[src/rtl/i_cache_refill.sv]
// Instruction-cache miss handler: dedups per-slot misses into a line-address queue and refills lines from memory.
// Latency: miss in cycle N -> request N+2, beats from N+3, refill write pulse one cycle after the last beat.
// Backpressure: mem_req_ready stalls the request; refill_stall rises when fewer than 2 queue entries are free; excess misses are dropped.
//
// Ports:
//   clk, reset                     clock, synchronous active-high reset
//   miss[2], miss_addr[2]          per-slot miss indication and PC (slot 0 has priority)
//   ext_flush                      clears the pending queue; an in-flight line still completes
//   refill_stall                   fewer than 2 free queue entries
//   mem_req_valid/ready/addr       line request handshake, line-aligned address
//   mem_resp_valid/data            32-bit response beats, word 0 first
//   fetch_addr/_valid, fetched_data   one-cycle refill write of an assembled line
//
// Optional feature macro: ICACHE_NEXT_LINE_PREFETCH_EN (next-line prefetch after a demand refill).

`ifndef ADDR_WIDTH
`define ADDR_WIDTH 32
`endif

module i_cache_refill #(
    parameter int LINE_SIZE   = 2,
    parameter int QUEUE_DEPTH = 4
) (
    input  logic                      clk,
    input  logic                      reset,
    input  logic [1:0]                miss,
    input  logic [`ADDR_WIDTH-1:0]    miss_addr [2],
    input  logic                      ext_flush,
    output logic                      refill_stall,
    output logic                      mem_req_valid,
    input  logic                      mem_req_ready,
    output logic [`ADDR_WIDTH-1:0]    mem_req_addr,
    input  logic                      mem_resp_valid,
    input  logic [31:0]               mem_resp_data,
    output logic [`ADDR_WIDTH-1:0]    fetch_addr,
    output logic                      fetch_addr_valid,
    output logic [32*LINE_SIZE-1:0]   fetched_data
);

    localparam int AW  = `ADDR_WIDTH;
    localparam int OFF = 2 + $clog2(LINE_SIZE);
    localparam int BW  = $clog2(LINE_SIZE);
    localparam int PW  = $clog2(QUEUE_DEPTH);
    localparam int CW  = PW + 1;
    localparam logic [AW-1:0] BASE_MASK = ~((AW'(1) << OFF) - AW'(1));

    typedef enum logic [1:0] {IDLE, REQ, BEATS, WRITE} state_t;

    state_t state_q, state_d;

    // Pending-miss queue: circular buffer of line bases.
    logic [AW-1:0]          q_addr [QUEUE_DEPTH];
    logic [PW-1:0]          head_q;
    logic [CW-1:0]          count_q;
    logic [CW-1:0]          free_cnt;
    logic [QUEUE_DEPTH-1:0] q_vld;
    logic [PW-1:0]          tail0, tail1;

    logic [AW-1:0] base0, base1;
    logic          hit0, hit1;
    logic          push0, push1, pop;

    logic [AW-1:0]                cur_addr_q;
    logic [BW-1:0]                beat_q;
    logic                         last_beat;
    logic [LINE_SIZE-1:0][31:0]   line_q, line_nxt;
    logic [AW-1:0]                fetch_addr_q;
    logic [LINE_SIZE-1:0][31:0]   fetched_data_q;

`ifdef ICACHE_NEXT_LINE_PREFETCH_EN
    logic is_pf_q;
    logic pf_go;
    // Only a demand line may spawn a prefetch, and only when nothing is waiting.
    assign pf_go = !is_pf_q && (count_q == '0) && !ext_flush;
`endif

    assign base0    = miss_addr[0] & BASE_MASK;
    assign base1    = miss_addr[1] & BASE_MASK;
    assign free_cnt = CW'(QUEUE_DEPTH) - count_q;
    assign refill_stall = free_cnt < CW'(2);

    // An entry is live when its distance from head is below the count.
    always_comb begin
        for (int i = 0; i < QUEUE_DEPTH; i++) begin
            q_vld[i] = {1'b0, PW'(i) - head_q} < count_q;
        end
    end

    // Duplicate detection against live queue entries and the in-flight line.
    always_comb begin
        hit0 = (state_q != IDLE) && (cur_addr_q == base0);
        hit1 = (state_q != IDLE) && (cur_addr_q == base1);
        for (int i = 0; i < QUEUE_DEPTH; i++) begin
            if (q_vld[i] && (q_addr[i] == base0)) hit0 = 1'b1;
            if (q_vld[i] && (q_addr[i] == base1)) hit1 = 1'b1;
        end
    end

    // Free space comes from the registered count; a same-cycle pop does not make room.
    assign push0 = miss[0] && !hit0 && !ext_flush && (free_cnt != '0);
    assign push1 = miss[1] && !hit1 && !(miss[0] && (base1 == base0)) && !ext_flush
                   && (free_cnt > CW'(push0));
    assign pop   = (state_q == IDLE) && (count_q != '0) && !ext_flush;
    assign tail0 = head_q + count_q[PW-1:0];
    assign tail1 = tail0 + PW'(push0);

    always_ff @(posedge clk) begin
        if (reset) begin
            head_q  <= '0;
            count_q <= '0;
        end else if (ext_flush) begin
            head_q  <= '0;
            count_q <= '0;
        end else begin
            if (push0) q_addr[tail0] <= base0;
            if (push1) q_addr[tail1] <= base1;
            if (pop)   head_q <= head_q + PW'(1);
            count_q <= count_q + CW'(push0) + CW'(push1) - CW'(pop);
        end
    end

    assign last_beat = (beat_q == BW'(LINE_SIZE - 1));

    always_comb begin
        line_nxt         = line_q;
        line_nxt[beat_q] = mem_resp_data;
    end

    // FSM: next state and handshake outputs.
    always_comb begin
        state_d          = state_q;
        mem_req_valid    = 1'b0;
        fetch_addr_valid = 1'b0;
        case (state_q)
            IDLE: begin
                if (pop) state_d = REQ;
            end
            REQ: begin
                mem_req_valid = 1'b1;
                if (mem_req_ready) state_d = BEATS;
            end
            BEATS: begin
                if (mem_resp_valid && last_beat) state_d = WRITE;
            end
            WRITE: begin
                fetch_addr_valid = 1'b1;
                state_d          = IDLE;
`ifdef ICACHE_NEXT_LINE_PREFETCH_EN
                if (pf_go) state_d = REQ;
`endif
            end
            default: state_d = IDLE;
        endcase
    end

    always_ff @(posedge clk) begin
        if (reset) state_q <= IDLE;
        else       state_q <= state_d;
    end

    // Datapath: current line address, beat assembly, held refill outputs.
    always_ff @(posedge clk) begin
        if (reset) begin
            cur_addr_q     <= '0;
            beat_q         <= '0;
            line_q         <= '0;
            fetch_addr_q   <= '0;
            fetched_data_q <= '0;
`ifdef ICACHE_NEXT_LINE_PREFETCH_EN
            is_pf_q        <= 1'b0;
`endif
        end else begin
            if (pop) begin
                cur_addr_q <= q_addr[head_q];
`ifdef ICACHE_NEXT_LINE_PREFETCH_EN
                is_pf_q    <= 1'b0;
`endif
            end
            if ((state_q == REQ) && mem_req_ready) beat_q <= '0;
            if ((state_q == BEATS) && mem_resp_valid) begin
                line_q <= line_nxt;
                beat_q <= beat_q + BW'(1);
                if (last_beat) begin
                    fetch_addr_q   <= cur_addr_q;
                    fetched_data_q <= line_nxt;
                end
            end
`ifdef ICACHE_NEXT_LINE_PREFETCH_EN
            if ((state_q == WRITE) && pf_go) begin
                cur_addr_q <= cur_addr_q + AW'(4 * LINE_SIZE);
                is_pf_q    <= 1'b1;
            end
`endif
        end
    end

    assign mem_req_addr = cur_addr_q;
    assign fetch_addr   = fetch_addr_q;
    assign fetched_data = fetched_data_q;

endmodule

[config.mk]
export PLATFORM = sky130hd
export DESIGN_NAME = i_cache_refill
export DESIGN_NICKNAME = d
export VERILOG_FILES = /design/src/rtl/i_cache_refill.sv
export SDC_FILE = /design/constraint.sdc
export NUM_CORES = 1
export LEC_CHECK = 0
export CORE_MARGIN = 8
export CORE_UTILIZATION = 55
export DETAILED_ROUTE_END_ITERATION = 16
export PLACE_DENSITY = 0.9
export SYNTH_ARGS = -nofsm -noshare
export SYNTH_HDL_FRONTEND = slang
export SYNTH_SLANG_ARGS = --single-unit
[constraint.sdc]
create_clock -name clk -period 6.5 [get_ports clk]
set_input_delay 0.975 -clock clk [delete_from_list [all_inputs] [get_ports clk]]
set_output_delay 0.975 -clock clk [all_outputs]
set_load 0.01 [all_outputs]
==> out/qor.yml <==
rsz0062_at_grt: "false"
finalCriticalPeriod_ps: 5320
syn_inst: 1573
drcViolationCount: 0
avgSynthCellArea_sq_um: 10.4
cp_num_buf_inv: 3
hold_buffers: 0
ys_seq_area_frac: 0.411
cap_viol_max_count: 0
synth.distinct_cells: 41
io-pin-count: 234
cp-end-kind: "flip-flop"
timing.final.ws_setup_ps: 1180
drt-vias-per-instance: 6.16
area_delta_synth_final_pct: 19.7
antenna_found_initial: 0
dieArea_sq_mm: 0.0356
grt_overflow: 0
synth_top_area_frac: 0.213
cts_tree: "built"
worst_slew_pin_slew_ps: 1170
root_buffer: "clkbuf_16"
drv_slew: 0
vias: 13200
cpLargestDelayFamily: "simple AND/OR/NAND/NOR gates"
grt_use_total: 0.315
synth.area.top_cells: "edfxtp_1 (21%), dfxtp_1 (20%), mux2_4 (11%), xnor2_1 (9.1%), xor2_1 (8.4%)"
h-tree-depth: 1
cts.reportedPaths.clkPinSlew_ps: 60
grt_pass1_vias: 13100
drt-initial-drc-count: 1606
pre_cts_slack_ps: 733
worstPathMaxFanout: 5
worstPathRequired_ps: 6930
ys_warn_count: 0
die_h_um: 189
syn_area_sq_mm: 0.0164
grt_pass1_wl_um: 84900
status: "finished clean"
grt_max_degree: 104
p_leak_nw: 6.64
fmax_ghz: 0.188
synth.largest_area_cell: "edfxtp_1"
relSlewSlack: 0.217
finalPower_w: 0.00512
die_w_um: 189
criticalPathCategory: "in2reg"
fin_worst_skew_ps: 17.9
post_cts_buffers: 0
clock_sinks: 278
io_buffers: 221
post-route-period-util: 0.818
place.gp.congestion: 1.06
nets: 1859
seqCellArea_sq_mm: 0.00673
hpwl_um: 43400
diodes: 0
clock_tree.buffer_depth: 3
cts_buffers: 31
post_cts_resize_count: 0
wirelength_um: 58000
hold_violations: 0
nFillCells: 2183
critical-path-max-stage-delay_ps: 660
wl_per_cell_um: 26.9
min_path_type: "reg2reg"
clkLatencyLatePin_ps: 580
startpoint_type: "input pin"
irDropWorstVdd_mv: 0.193
num_rows: 63
initial_utilization: 0.556
p_per_area_mw_per_mm2: 261
first_pass_iters: 5
worstPathArrival_ps: 5750
multi_input_area_sq_mm: 0.00868
setup_viol: 0
ant_nets: 0
path_cells: "clkdlybuf4s50_1, xor2_1, nor4_1, nand4_1, nor4_1, a31oi_1, nand4_1, inv_1, ha_1, o21ai_0, and3b_1, nand4_4, or3b_2, fa_1, inv_1, fa_1, nor3b_1"
tns_ps: 0
ys_ff_latch: 278
drive_gt1_frac: 0.152
rrSetupSlack_ps: 1390
core_sq_mm: 0.0295
cp_slowest_cell: "clkdlybuf4s50_1"
logic make-up after synthesis:
| family | count (synthesis) | share of synthesized area |
|---|---|---|
| buffers and inverters | 161 | 0.0625 |
| AND/OR/NAND/NOR | 468 | 0.135 |
| other | 1 | 0.000229 |
| AO/OA/AOI/OAI | 174 | 0.0551 |
| multiplexers | 145 | 0.146 |
| flip-flops | 278 | 0.411 |
| XOR/XNOR | 327 | 0.175 |
| adder cells (fa/ha/maj) | 19 | 0.0154 |
tightest hold or removal path: cells and delay by family (launching register included):
family             cells  cell delay (ps)
AOI/OAI and AO/OA      1               50
and+or+nand+nor        1               50
DFF                    1              310
area by class of cell:
class / instances / share of cell area
multi-input cells: 1139 / 0.443
flip-flops and latches: 278 / 0.343
repair buffers: 272 / 0.133
clock buffers: 41 / 0.0438
well taps: 390 / 0.0249
clock inverters: 17 / 0.00919
inverters: 15 / 0.00287
path summary, 6_finish.rpt:
path	start	to	cells past startpoint
worst max-delay path	miss_addr[40]	count_q[1]	17
worst min-delay path	fetched_data[3]	fetched_data[3]	2
worst max register to register	head_q[1]	count_q[1]	19
worst min register to register	fetched_data[3]	fetched_data[3]	2
sequential cells by signal, indices dropped and copies added (netlist names):
name and cells:
count_q 3, beat_q 1, fetch_addr 29, mem_req_addr 29, head_q 2, fetched_data 64
line_q 32, state_q 2, q_addr 116
cells in the final DEF (no fill, tap or decap), types with 15 or more instances in the layout:
cell             count
a21oi_1            159
buf_4               50
clkbuf_16           32
clkdlybuf4s50_1    220
dfxtp_1            161
edfxtp_1           116
ha_1                17
inv_1               15
mux2_4             116
mux4_2              29
nand2_1            295
nand4_1             79
nor4_1              46
xnor2_1            170
xor2_1             157
report_power, final:
group	switching [W]	internal [W]
logic	0.000680	0.000533
registers	0.000152	0.00195
clock network	0.000753	0.00105
stage by stage:
step / instances / utilization / hold slack (ps) / area [sq um]
finish: 2152 / 0.665 / 450 / 19600
global route: 2152 / 0.665 / 464 / 19600
detailed placement: 2094 / 0.630 / 445 / 18600
CTS: 2152 / 0.665 / 452 / 19600
global placement: 2094 / 0.630 / 440 / 18600
floorplan: 1578 / - / 432 / 16400
routing by layer:
| layer | vias to the layer above | routed length, um | global-route usage |
|---|---|---|---|
| met3 | 163 | 6430 | 0.0773 |
| met1 | 6500 | 22100 | 0.399 |
| met4 | 0 | 2840 | 0.139 |
| met2 | 843 | 26600 | 0.505 |
| li1 | 5741 | - | - |
| met5 | - | 0 | 0 |
cells in the mapped netlist, drive strengths merged:
| library cell | instances |
|---|---|
| nand2 | 295 |
| xnor2 | 170 |
| dfxtp | 162 |
| a21oi | 159 |
| xor2 | 157 |
| edfxtp | 116 |
| mux2 | 116 |
| buf | 84 |
| nand4 | 80 |
| clkbuf | 62 |
| nor4 | 46 |
| mux4 | 29 |
| ha | 17 |
| inv | 15 |
| nor3 | 13 |
| nor2 | 10 |
| nand3 | 6 |
| nor2b | 5 |
| o21ai | 4 |
| o21bai | 4 |
| or3 | 3 |
| a31oi | 2 |
| fa | 2 |
| nand2b | 2 |
| o2111ai | 2 |
| o21a | 2 |
| or4 | 2 |
| a221oi | 1 |
| and3 | 1 |
| and3b | 1 |
| conb | 1 |
| nand3b | 1 |
| nor3b | 1 |
| or2 | 1 |
| or3b | 1 |
(Power assumes the default switching activity.)
